`src/rtl/eth_tx_framer.sv`:
```
// eth_tx_framer
// Transmit-side MAC framer for a GMII transmit interface. Takes a byte stream
// (destination MAC through payload) over valid/ready/last, and puts preamble,
// SFD, the frame, optional zero padding, the CRC-32 FCS and the inter-frame
// gap on the wire. A reflected CRC-32 (poly 0x04C11DB7) is advanced one byte
// per cycle.
//
// Build option: define ETH_TX_FRAMER_PAD_EN to zero-pad short frames up to
// MIN_FRAME_LEN bytes before the FCS. Without it, frames go straight from the
// last data byte to the FCS.
//
// The state register names what is on the wire in the current cycle. Every
// output is a flop, so each cycle's logic decides the byte of the next cycle.
module eth_tx_framer #(
    parameter int PREAMBLE_LEN  = 7,
    parameter int MIN_FRAME_LEN = 60,
    parameter int IFG_CYCLES    = 12
) (
    input  logic       clock,
    input  logic       reset,
    input  logic [7:0] s_data,
    input  logic       s_valid,
    input  logic       s_last,
    output logic       s_ready,
    output logic [7:0] gmii_txd,
    output logic       gmii_tx_en,
    output logic       gmii_tx_er,
    output logic       underrun,
    output logic       busy
);

    localparam logic [2:0] ST_IDLE  = 3'd0;
    localparam logic [2:0] ST_PRE   = 3'd1;
    localparam logic [2:0] ST_SFD   = 3'd2;
    localparam logic [2:0] ST_DATA  = 3'd3;
`ifdef ETH_TX_FRAMER_PAD_EN
    localparam logic [2:0] ST_PAD   = 3'd4;
`else
    // Padding target is meaningless without the padding logic.
    localparam int unused_min_frame_len = MIN_FRAME_LEN;
`endif
    localparam logic [2:0] ST_FCS   = 3'd5;
    localparam logic [2:0] ST_ABORT = 3'd6;
    localparam logic [2:0] ST_IFG   = 3'd7;

    localparam logic [7:0]  PRE_LAST     = 8'(PREAMBLE_LEN);
    localparam logic [7:0]  IFG_LAST     = 8'(IFG_CYCLES);
    localparam logic [31:0] CRC_POLY_REV = 32'hEDB88320;
    localparam logic [31:0] CRC_INIT     = 32'hFFFFFFFF;

    logic [2:0]  state_q, state_d;
    logic [7:0]  cnt_q, cnt_d;
    logic [31:0] crc_q, crc_d;
    logic [15:0] byte_count_q, byte_count_d;
    logic [7:0]  txd_q, txd_d;
    logic        tx_en_q, tx_en_d;
    logic        tx_er_q, tx_er_d;
    logic        s_ready_q, s_ready_d;
    logic        underrun_q, underrun_d;

    logic [7:0]  crc_byte;
    logic [31:0] crc_stage [9];
    logic [31:0] crc_next;
    logic [15:0] byte_count_inc;
    logic        tail_step;

    // While s_ready is high the CRC eats the accepted byte; otherwise it is a pad byte.
    assign crc_byte     = s_ready_q ? s_data : 8'h00;
    assign crc_stage[0] = crc_q ^ {24'd0, crc_byte};

    // Eight LSB-first shift/xor steps make up one byte of the reflected CRC.
    generate
        for (genvar gi = 0; gi < 8; gi++) begin : g_crc_bit
            assign crc_stage[gi+1] = crc_stage[gi][0] ? ((crc_stage[gi] >> 1) ^ CRC_POLY_REV)
                                                      : (crc_stage[gi] >> 1);
        end
    endgenerate

    assign crc_next       = crc_stage[8];
    assign byte_count_inc = (byte_count_q == 16'hFFFF) ? byte_count_q : byte_count_q + 16'd1;

    // Next-state and next-output decode; outputs default to an idle wire.
    always_comb begin
        state_d      = state_q;
        cnt_d        = cnt_q;
        crc_d        = crc_q;
        byte_count_d = byte_count_q;
        txd_d        = 8'h00;
        tx_en_d      = 1'b0;
        tx_er_d      = 1'b0;
        s_ready_d    = 1'b0;
        underrun_d   = 1'b0;
        tail_step    = 1'b0;

        case (state_q)
            ST_IDLE: begin
                // The waiting byte is not consumed here; it is taken after the SFD.
                if (s_valid) begin
                    state_d = ST_PRE;
                    cnt_d   = 8'd1;
                    txd_d   = 8'h55;
                    tx_en_d = 1'b1;
                end
            end
            ST_PRE: begin
                tx_en_d = 1'b1;
                if (cnt_q == PRE_LAST) begin
                    state_d      = ST_SFD;
                    cnt_d        = 8'd0;
                    txd_d        = 8'hD5;
                    s_ready_d    = 1'b1;
                    crc_d        = CRC_INIT;
                    byte_count_d = 16'd0;
                end else begin
                    cnt_d = cnt_q + 8'd1;
                    txd_d = 8'h55;
                end
            end
            ST_SFD, ST_DATA: begin
                if (s_ready_q) begin
                    tx_en_d = 1'b1;
                    if (s_valid) begin
                        state_d      = ST_DATA;
                        txd_d        = s_data;
                        crc_d        = crc_next;
                        byte_count_d = byte_count_inc;
                        s_ready_d    = !s_last;
                    end else begin
                        // Source ran dry mid-frame: poison the slot and skip the FCS.
                        state_d    = ST_ABORT;
                        tx_er_d    = 1'b1;
                        underrun_d = 1'b1;
                    end
                end else begin
                    // The final accepted byte is on the wire now.
                    tail_step = 1'b1;
                end
            end
`ifdef ETH_TX_FRAMER_PAD_EN
            ST_PAD: begin
                tail_step = 1'b1;
            end
`endif
            ST_FCS: begin
                if (cnt_q == 8'd4) begin
                    state_d = ST_IFG;
                    cnt_d   = 8'd1;
                end else begin
                    tx_en_d = 1'b1;
                    txd_d   = ~crc_q[{cnt_q[1:0], 3'b000} +: 8];
                    cnt_d   = cnt_q + 8'd1;
                end
            end
            ST_ABORT: begin
                state_d = ST_IFG;
                cnt_d   = 8'd1;
            end
            ST_IFG: begin
                if (cnt_q == IFG_LAST) begin
                    // A frame already waiting starts its preamble right away.
                    if (s_valid) begin
                        state_d = ST_PRE;
                        cnt_d   = 8'd1;
                        txd_d   = 8'h55;
                        tx_en_d = 1'b1;
                    end else begin
                        state_d = ST_IDLE;
                        cnt_d   = 8'd0;
                    end
                end else begin
                    cnt_d = cnt_q + 8'd1;
                end
            end
            default: begin
                state_d = ST_IDLE;
                cnt_d   = 8'd0;
            end
        endcase

        // After the payload: pad up to the minimum length if enabled, else start the FCS.
        if (tail_step) begin
            tx_en_d = 1'b1;
`ifdef ETH_TX_FRAMER_PAD_EN
            if (byte_count_q < 16'(MIN_FRAME_LEN)) begin
                state_d      = ST_PAD;
                txd_d        = 8'h00;
                crc_d        = crc_next;
                byte_count_d = byte_count_inc;
            end else
`endif
            begin
                state_d = ST_FCS;
                cnt_d   = 8'd1;
                txd_d   = ~crc_q[7:0];
            end
        end
    end

    // State, counters, CRC and all registered outputs.
    always_ff @(posedge clock or posedge reset) begin
        if (reset) begin
            state_q      <= ST_IDLE;
            cnt_q        <= 8'd0;
            crc_q        <= CRC_INIT;
            byte_count_q <= 16'd0;
            txd_q        <= 8'h00;
            tx_en_q      <= 1'b0;
            tx_er_q      <= 1'b0;
            s_ready_q    <= 1'b0;
            underrun_q   <= 1'b0;
        end else begin
            state_q      <= state_d;
            cnt_q        <= cnt_d;
            crc_q        <= crc_d;
            byte_count_q <= byte_count_d;
            txd_q        <= txd_d;
            tx_en_q      <= tx_en_d;
            tx_er_q      <= tx_er_d;
            s_ready_q    <= s_ready_d;
            underrun_q   <= underrun_d;
        end
    end

    assign s_ready    = s_ready_q;
    assign gmii_txd   = txd_q;
    assign gmii_tx_en = tx_en_q;
    assign gmii_tx_er = tx_er_q;
    assign underrun   = underrun_q;
    assign busy       = (state_q != ST_IDLE);

endmodule

```
`config.mk`:
```
export PLATFORM = sky130hd
export DESIGN_NAME = eth_tx_framer
export DESIGN_NICKNAME = d
export VERILOG_FILES = /design/src/rtl/eth_tx_framer.sv
export SDC_FILE = /design/constraint.sdc
export NUM_CORES = 1
export LEC_CHECK = 0
export ABC_AREA = 0
export CORE_MARGIN = 2
export CORE_UTILIZATION = 43
export DETAILED_ROUTE_END_ITERATION = 16
export SLEW_MARGIN = 20
export SYNTH_ARGS = -nofsm -noshare
export SYNTH_HDL_FRONTEND = slang
export SYNTH_SLANG_ARGS = --single-unit
```
`constraint.sdc`:
```
create_clock -name clock -period 3.7 [get_ports clock]
set_input_delay 0.37 -clock clock [delete_from_list [all_inputs] [get_ports clock]]
set_output_delay 0.37 -clock clock [all_outputs]
set_load 0.005 [all_outputs]
```
### Word-level counts from Yosys, hierarchy flattened

Index checks and enable logic that the tools add are counted.
Widths: inputs -> output; s select.

| cells by class | value |
|---|---|
| add/sub/neg operators | 1 |
| bitwise logic cells | 11 |
| equality and inequality tests | 18 |
| reduce and logical (&&, ||, !) cells | 8 |
| shift-type cells | 1 |
| multiplexer cells | 52 |

Operators with widths:

| kind | count |
|---|---|
| $mux 32 | 11 |
| $not 13->14 | 8 |
| $mux 8 | 11 |
| $pmux 32 s2 | 1 |
| $pmux 8 s6 | 1 |
| $pmux 8 s5 | 1 |
| $shiftx 32x6->8 | 1 |
| $xor 32x8->32 | 1 |
| $mux 3 | 7 |
| $pmux 3 s6 | 1 |
| $eq 8x3->1 const B | 2 |
| $not 8->8 | 2 |
| $mux 1 | 15 |
| $ne 3x3->1 const B | 5 |
| $mux 7 | 2 |
| $eq 3x3->1 const B | 3 |
| $add 8x1->8 const B | 1 |
| $eq 8x4->1 const B | 1 |
| $ne 2x2->1 const B | 4 |
| $eq 3x2->1 const B | 2 |
| $pmux 1 s5 | 1 |
| $reduce_and 5->1 | 1 |
| $reduce_and 4->1 | 1 |
| $eq 3x1->1 const B | 1 |
| other kinds (7) | 7 |

| storage, ports and cells | value |
|---|---|
| bits of input ports | 12 |
| word-level logic and storage cells | 98 |
| register bits | 54 |
| output and inout bits | 13 |

### Logic depth before layout (Yosys ltp)

Gate-level depths: netlist of run 1.

| depth | value |
|---|---|
| depth after elaboration | 21 |
| gate-level depth with buffers | 9 |
| mapped depth without buffers | 7 |

### Least setup slack after synthesis of run 1

Ideal clock, no wire load.

| path | value |
|---|---|
| path type | reg-to-reg |
| start point | register cnt_q[0] |
| end point | register cnt_q[5] |
| arrival time | 2.324 ns |
| period minus slack after synthesis | 2.390 ns |
| setup slack | 1.310 ns |
| path buffers | 2 |
| required time | 3.634 ns |
| stages on the path, launching flop included | 9 |
| library setup time | 0.066 ns |
| cells stage by stage | dfrtp_1 > clkbuf_1 > clkbuf_1 > inv_1 > ha_1 > a41o_1 > o21a_1 > or4b_2 > nand2_1 |

| between the ends | value |
|---|---|
| longest elaborated chain between the ends | 4 |
| elaborated cells on any way between the ends | 9 |
| classes of those cells | add/sub: 1; eq/ne: 3; mux: 5 |

Ends and longest elaborated chain:

| element | line | source |
|---|---|---|
| start: declaration | 52 | `logic [7:0] cnt_q, cnt_d;` |
| start signal: assignment | 213 | `cnt_q <= cnt_d;` |
| $add 8x1->8 (tied with other cells) | 115, 151, 171 |  |
| $mux 8 (on tied branches) | 159, 107, 145 |  |
| $pmux 8 s6 * | 95 | `case (state_q)` |
| $mux 8 * | 181 | `if (tail_step) begin` |

Every way passes the cells marked *; elsewhere a longest branch is shown, timed or not.
A chain may end at the register's enable or synchronous reset.

### Final worst setup path of run 1

Ends and elaborated chain as after synthesis.

==> metrics, run 1 <==
Post-synth EDFFs=0; final hold slack=0.483 ns; initial antenna violation count=0; WL/cell=17.6 um; clock slew at reported path FFs=0.10 ns; fin crit share=0.665; Die Height=95.1 um; Slew Viols, Final=0; Crit path arrival time=~2.7 ns; Setup WS pre-CTS=1.08 ns; relative slew slack=0.471; sequential share of power=0.354; largest net degree at the start of global routing=34; CTS max path bufs=2; combinational fraction of design power=0.535; fillers=757; # Post-CTS Setup Buffers=0; distinct cell type count of the synthesized netlist=45; sequential area share after synthesis=0.390; first-pass GRT wire length=13500 um; Yosys reg bits=54; via count=2552; share of cells above drive strength 1=0.178; Rows=33; drt first pass iters=4; H-tree depth=2; Sw Pwr=around 0.0012 W; CP Capture Type=register; Synth Flop Type=dfstp_2; met2 Use GR=0.307; Skew-Pair Late Insertion Delay=roughly 0.31 ns; post-route ant nets=0; GRT met1 Usage=0.283; Worst Setup Start Kind=register; PortBufs=24; Synth Instances=350; Slew @ Worst Pin=0.793 ns; CTS tree=done; dpl hpwl=between 5000 and 6000 um; Critical Path RT=3.96 ns; Setup Viol. Count Final=0; f_max=0.407 GHz; die area=0.00905 mm^2; clk sinks=54; Ys Warns=0; highest-delay cell along the critical path=dfrtp_1; CP peak stage delay=0.87 ns; clock power share=0.111; critical path cell sequence=inv_1 > ha_1 > a41o_1 > o21a_1 > or4b_2 > nand2_1; VDD IR max=~0.23 mV; vias in the first global route=about 2500; CTS Buf Count=5; switch share=0.391; GRT met3 Usage=0.0308; root buffer cell=clkbuf_8; Core ar.=0.00813 mm^2; Util after Layout=0.486; min Tclk post-route=2.46 ns; peak fanout along the critical path=15; PwrDens=801 mW/mm^2; LEAKAGE=between 1.5 and 2 nW; Worst Clk Skew=a little under 0.004 ns; Antenna Cells=0; post_cts resized=0; final worst slack=1.24 ns; Post-Route Setup TNS=0 ns; Reg area=about 0.0014 mm^2; drt drc=0; run status=completed; final hold violation count=0; overall routing resource usage=0.197; Syn Area/Cell=10.2 um^2; gr ovfl total=0; starting density of the core=0.439; Hold Crit Class=in2async; # Max-Cap Violations=0; WL final=slightly above 8000 um; Synth-to-Final Area Change=10.6%; IO Pins=25; RSZ-0062 raised after global routing=false; Mapped Nets=between 300 and 400; Crit Path Class=reg2reg; GRT busiest layer=met2; Int Power=between 0.0015 and 0.002 W; Mapped Area=0.00357 mm^2; die width=95.1 um; Final #Nets=373; Hold Buf Count CTS=0; asr flop ratio synth=1.00; Iter 0 DRT Violations=96; GPL Wtd Cong=0.847; Vias/cell=roughly 5.5; Multi-input gate area=0.00203 mm^2
[critical path: cells and delay by family (launching register included)]
kind	cells	cell delay, ns
flip-flops	1	0.87
AND/OR/NAND/NOR	2	0.72
AO/OA/AOI/OAI	2	0.44
adder cells (fa/ha/maj)	1	0.27
buffers and inverters	1	0.10
[sequential cells by signal, summed over array words and instances, names as in the netlist]
| signal | cells |
|---|---|
| s_ready | 1 |
| gmii_txd | 8 |
| underrun | 1 |
| state_q | 3 |
| cnt_q | 8 |
| crc_q | 32 |
| gmii_tx_en | 1 |
[routing by layer]
metal  share of wire  routed length [um]  vias up
met5               0                   0        -
met2            0.48                3900       62
li1                -                   -     1237
met1            0.46                3780     1245
met3           0.052                 429        8
met4           0.011                  89        0
[stage by stage]
step                instances  cell area [um^2]  power [W]
floorplan                 350              3570    0.00241
global placement          457              3860    0.00283
detailed placement        457              3860    0.00283
CTS                       465              3950    0.00319
global route              465              3950    0.00340
finish                    465              3950    0.00316
[cell type report]
cell class / instances / area share
multi-input combinational: 262 / 0.514
tap: 105 / 0.0333
inverter: 7 / 0.00665
clock inverter: 1 / 0.00127
sequential: 54 / 0.352
clock buffer: 7 / 0.0219
timing repair buffer: 29 / 0.0703
[cell usage after synthesis (all sizes together), types with 2 or more instances]
library cell,instances,area (um^2)
o211ai,5,37.5
nor2,16,60.1
mux4,8,184
or3,3,18.8
nand2,41,154
xnor2,47,445
o22a,32,283
a22oi,2,15.0
o221ai,2,17.5
nor3,6,30.0
and4,2,17.5
xor2,35,322
a21oi,13,65.1
nand3,8,40.0
dfrtp,22,551
ha,2,25.0
clkbuf,16,61.3
o21ai,17,85.1
buf,11,62.6
and2,2,12.5
o22ai,3,18.8
inv,7,26.3
xnor3,3,70.1
dfstp,32,841
nor2b,4,25.0
a31oi,2,12.5
[cell families after synthesis]
logic type               count (synthesis)  synth area share
AO/OA/AOI/OAI                           81             0.162
XOR/XNOR                                86             0.241
adder cells (fa/ha/maj)                  2           0.00701
buffers and inverters                   34            0.0420
flip-flops                              54             0.390
multiplexers                             8            0.0515
AND/OR/NAND/NOR                         85             0.107
[power groups by stage]
stage | combinational [W] | clock [W] | sequential, W
after CTS | 0.00170 | 0.000362 | 0.00112
after global placement | 0.00169 | 0 | 0.00113
after floorplan | 0.00145 | 0 | 0.000960
final | 0.00169 | 0.000351 | 0.00112
after global routing | 0.00186 | 0.000383 | 0.00116
after detailed placement | 0.00170 | 0 | 0.00113
[layout by cell type (no fill, tap or decap), types with 8 or more instances in the layout]
cell type | Yosys | layout
dfstp_2 | 32 | 32
o22a_1 | 30 | 30
nand3_1 | 8 | 8
nand2_1 | 41 | 41
a21oi_1 | 13 | 13
clkdlybuf4s50_1 | 0 | 24
nor2_1 | 16 | 15
dfrtp_1 | 22 | 22
o21ai_0 | 17 | 17
xnor2_1 | 44 | 44
xor2_1 | 33 | 33
[worst paths after layout]
kind | startpoint | endpoint | slack (ns) | cells past startpoint
hold reg to reg | cnt_q[7] | cnt_q[7] | 0.55 | 2
min in group clock | cnt_q[7] | cnt_q[7] | 0.55 | 2
setup reg to reg | cnt_q[0] | cnt_q[5] | 1.24 | 6
setup / recovery | cnt_q[0] | cnt_q[5] | 1.24 | 6
max in group asynchronous | reset | crc_q[30] | 2.39 | 3
hold / removal | reset | gmii_txd[0] | 0.48 | 2
(Power assumes the default switching activity.)
==> run 2, diff against run 1 <==
Clock period 3.7 ns to 2.5 ns, I/O delays scaled along.
==> run 2 against run 1 <==
Effect of this change:
- clock power increased by 38%
- fmax is 12% higher
- clock skew increased by 0.0045 ns
- sequential share of layout area fell by 1.6 points
- global-route usage grew 0.80 points
- highest routed layer unchanged
- sequential power is 40% higher
- cell area up 4.7%
- via count is 2.7% higher
==> metrics, run 2 (synthesis gave the netlist of run 1 again) <==
clock power share=0.099; Skew-Pair Late Insertion Delay=0.31 ns; Crit Path Class=reg2reg; drt drc=0; combinational fraction of design power=0.578; CTS tree=done; # Max-Cap Violations=0; Slew @ Worst Pin=0.657 ns; WL final=around 8400 um; via count=2622; drt first pass iters=4; Rows=33; Critical Path RT=2.69 ns; die area=0.00905 mm^2; first-pass GRT wire length=14100 um; Vias/cell=around 5.4; clk sinks=54; VDD IR max=approximately 0.44 mV; Setup WS pre-CTS=a little under 0.2 ns; switch share=0.383; highest-count cells in the layout ignoring fill and taps=xnor2_1, nand2_1, xor2_1; worst r2r src=cnt_q[4]; fillers=734; Slew Viols, Final=0; post-route ant nets=0; starting density of the core=0.439; Hold Crit Class=in2async; final hold violation count=0; IO Pins=25; post_cts resized=0; Die Height=95.1 um; Worst Setup Start Kind=register; largest net degree at the start of global routing=55; f_max=around 0.46 GHz; Reg2Reg Depth=7; H-tree depth=2; min Tclk post-route=2.19 ns; Core ar.=0.00813 mm^2; PwrDens=~1200 mW/mm^2; vias in the first global route=2635; CP Capture Type=register; Iter 0 DRT Violations=78; register with the most flip-flops=crc_q; Int Power=0.00300 W; Synth-to-Final Area Change=15.8%; overall routing resource usage=0.205; share of cells above drive strength 1=0.222; reg2reg end=cnt_q[4]; R2R Setup Slk=0.31 ns; dpl hpwl=5970 um; final worst slack=0.311 ns; run status=completed; die width=about 95 um; fin crit share=0.876; Final #Nets=between 300 and 400; LEAKAGE=about 1.6 nW; WL/cell=17.1 um; RSZ-0062 raised after global routing=false; Util after Layout=0.509; total power=slightly below 0.005 W; Hold Buf Count CTS=0; Crit path arrival time=approximately 2.4 ns; initial antenna violation count=0; # Post-CTS Setup Buffers=0; CTS Buf Count=5; root buffer cell=clkbuf_8; sequential share of power=0.323; CTS max path bufs=2; gr ovfl total=0; Setup Viol. Count Final=0; max FFs per register=32; PortBufs=24; Worst Clk Skew=roughly 0.0084 ns; Antenna Cells=0; Sw Pwr=0.00187 W; Post-Route Setup TNS=0 ns; commonest non-fill, non-tap cell in the layout=xnor2_1; GPL Wtd Cong=0.827; relative slew slack=0.558; clock slew at reported path FFs=0.10 ns; peak fanout along the critical path=9
-- run 2: changes by cell type in the layout (fill, tap and decap cells not counted) --
cell | before | now
clkbuf_8 | 6 | 5
clkbuf_1 | 1 | 3
buf_12 | 0 | 2
buf_4 | 5 | 26
clkinv_2 | 1 | 0
-- run 2: worst max-delay path by stage --
stage	to	from
after CTS	cnt_q[4]	cnt_q[4]
after global routing	cnt_q[4]	cnt_q[4]
final	cnt_q[4]	cnt_q[4]
after floorplan	cnt_q[5]	cnt_q[0]
after detailed placement	crc_q[23]	s_data[7]
after global placement	crc_q[19]	s_data[6]
-- run 2: area by class of cell --
class | instances | area [um^2] | area share
timing repair buffer | 52 | 475 | 0.115
multi-input combinational | 262 | 2030 | 0.491
inverter | 7 | 26.3 | 0.00635
clock buffer | 8 | 80.1 | 0.0194
sequential | 54 | 1390 | 0.336
tap | 105 | 131 | 0.0318
-- run 2: layer usage --
metal / vias up / track usage / share of wire
met5: - / 0 / 0
met4: 0 / 0.0531 / 0.013
met3: 9 / 0.0285 / 0.042
met2: 62 / 0.322 / 0.46
met1: 1272 / 0.297 / 0.48
li1: 1279 / - / -
-- run 2: power groups by stage --
stage                     clock network [W]  registers (W)  logic (W)
after floorplan                           0        0.00142    0.00215
after global placement                    0        0.00158    0.00278
after detailed placement                  0        0.00159    0.00281
after CTS                          0.000508        0.00157    0.00283
after global routing               0.000545        0.00162    0.00309
final                              0.000484        0.00157    0.00281
-- run 2: metrics by stage --
stage,std cells,hold WS [ns],area (um^2)
finish,488,0.296,4140
global route,488,0.356,4140
CTS,488,0.317,4140
detailed placement,480,0.520,4060
global placement,480,0.516,4060
floorplan,350,0.362,3570
-- run 2: worst max-delay path, cell delays in order, from the launching register on --
cell	delay, ns
dfrtp_1	0.42
nor4_1	0.62
and4_1	0.37
o21a_1	0.19
buf_4	0.18
nor2b_1	0.06
o21ai_0	0.15
o31ai_1	0.10
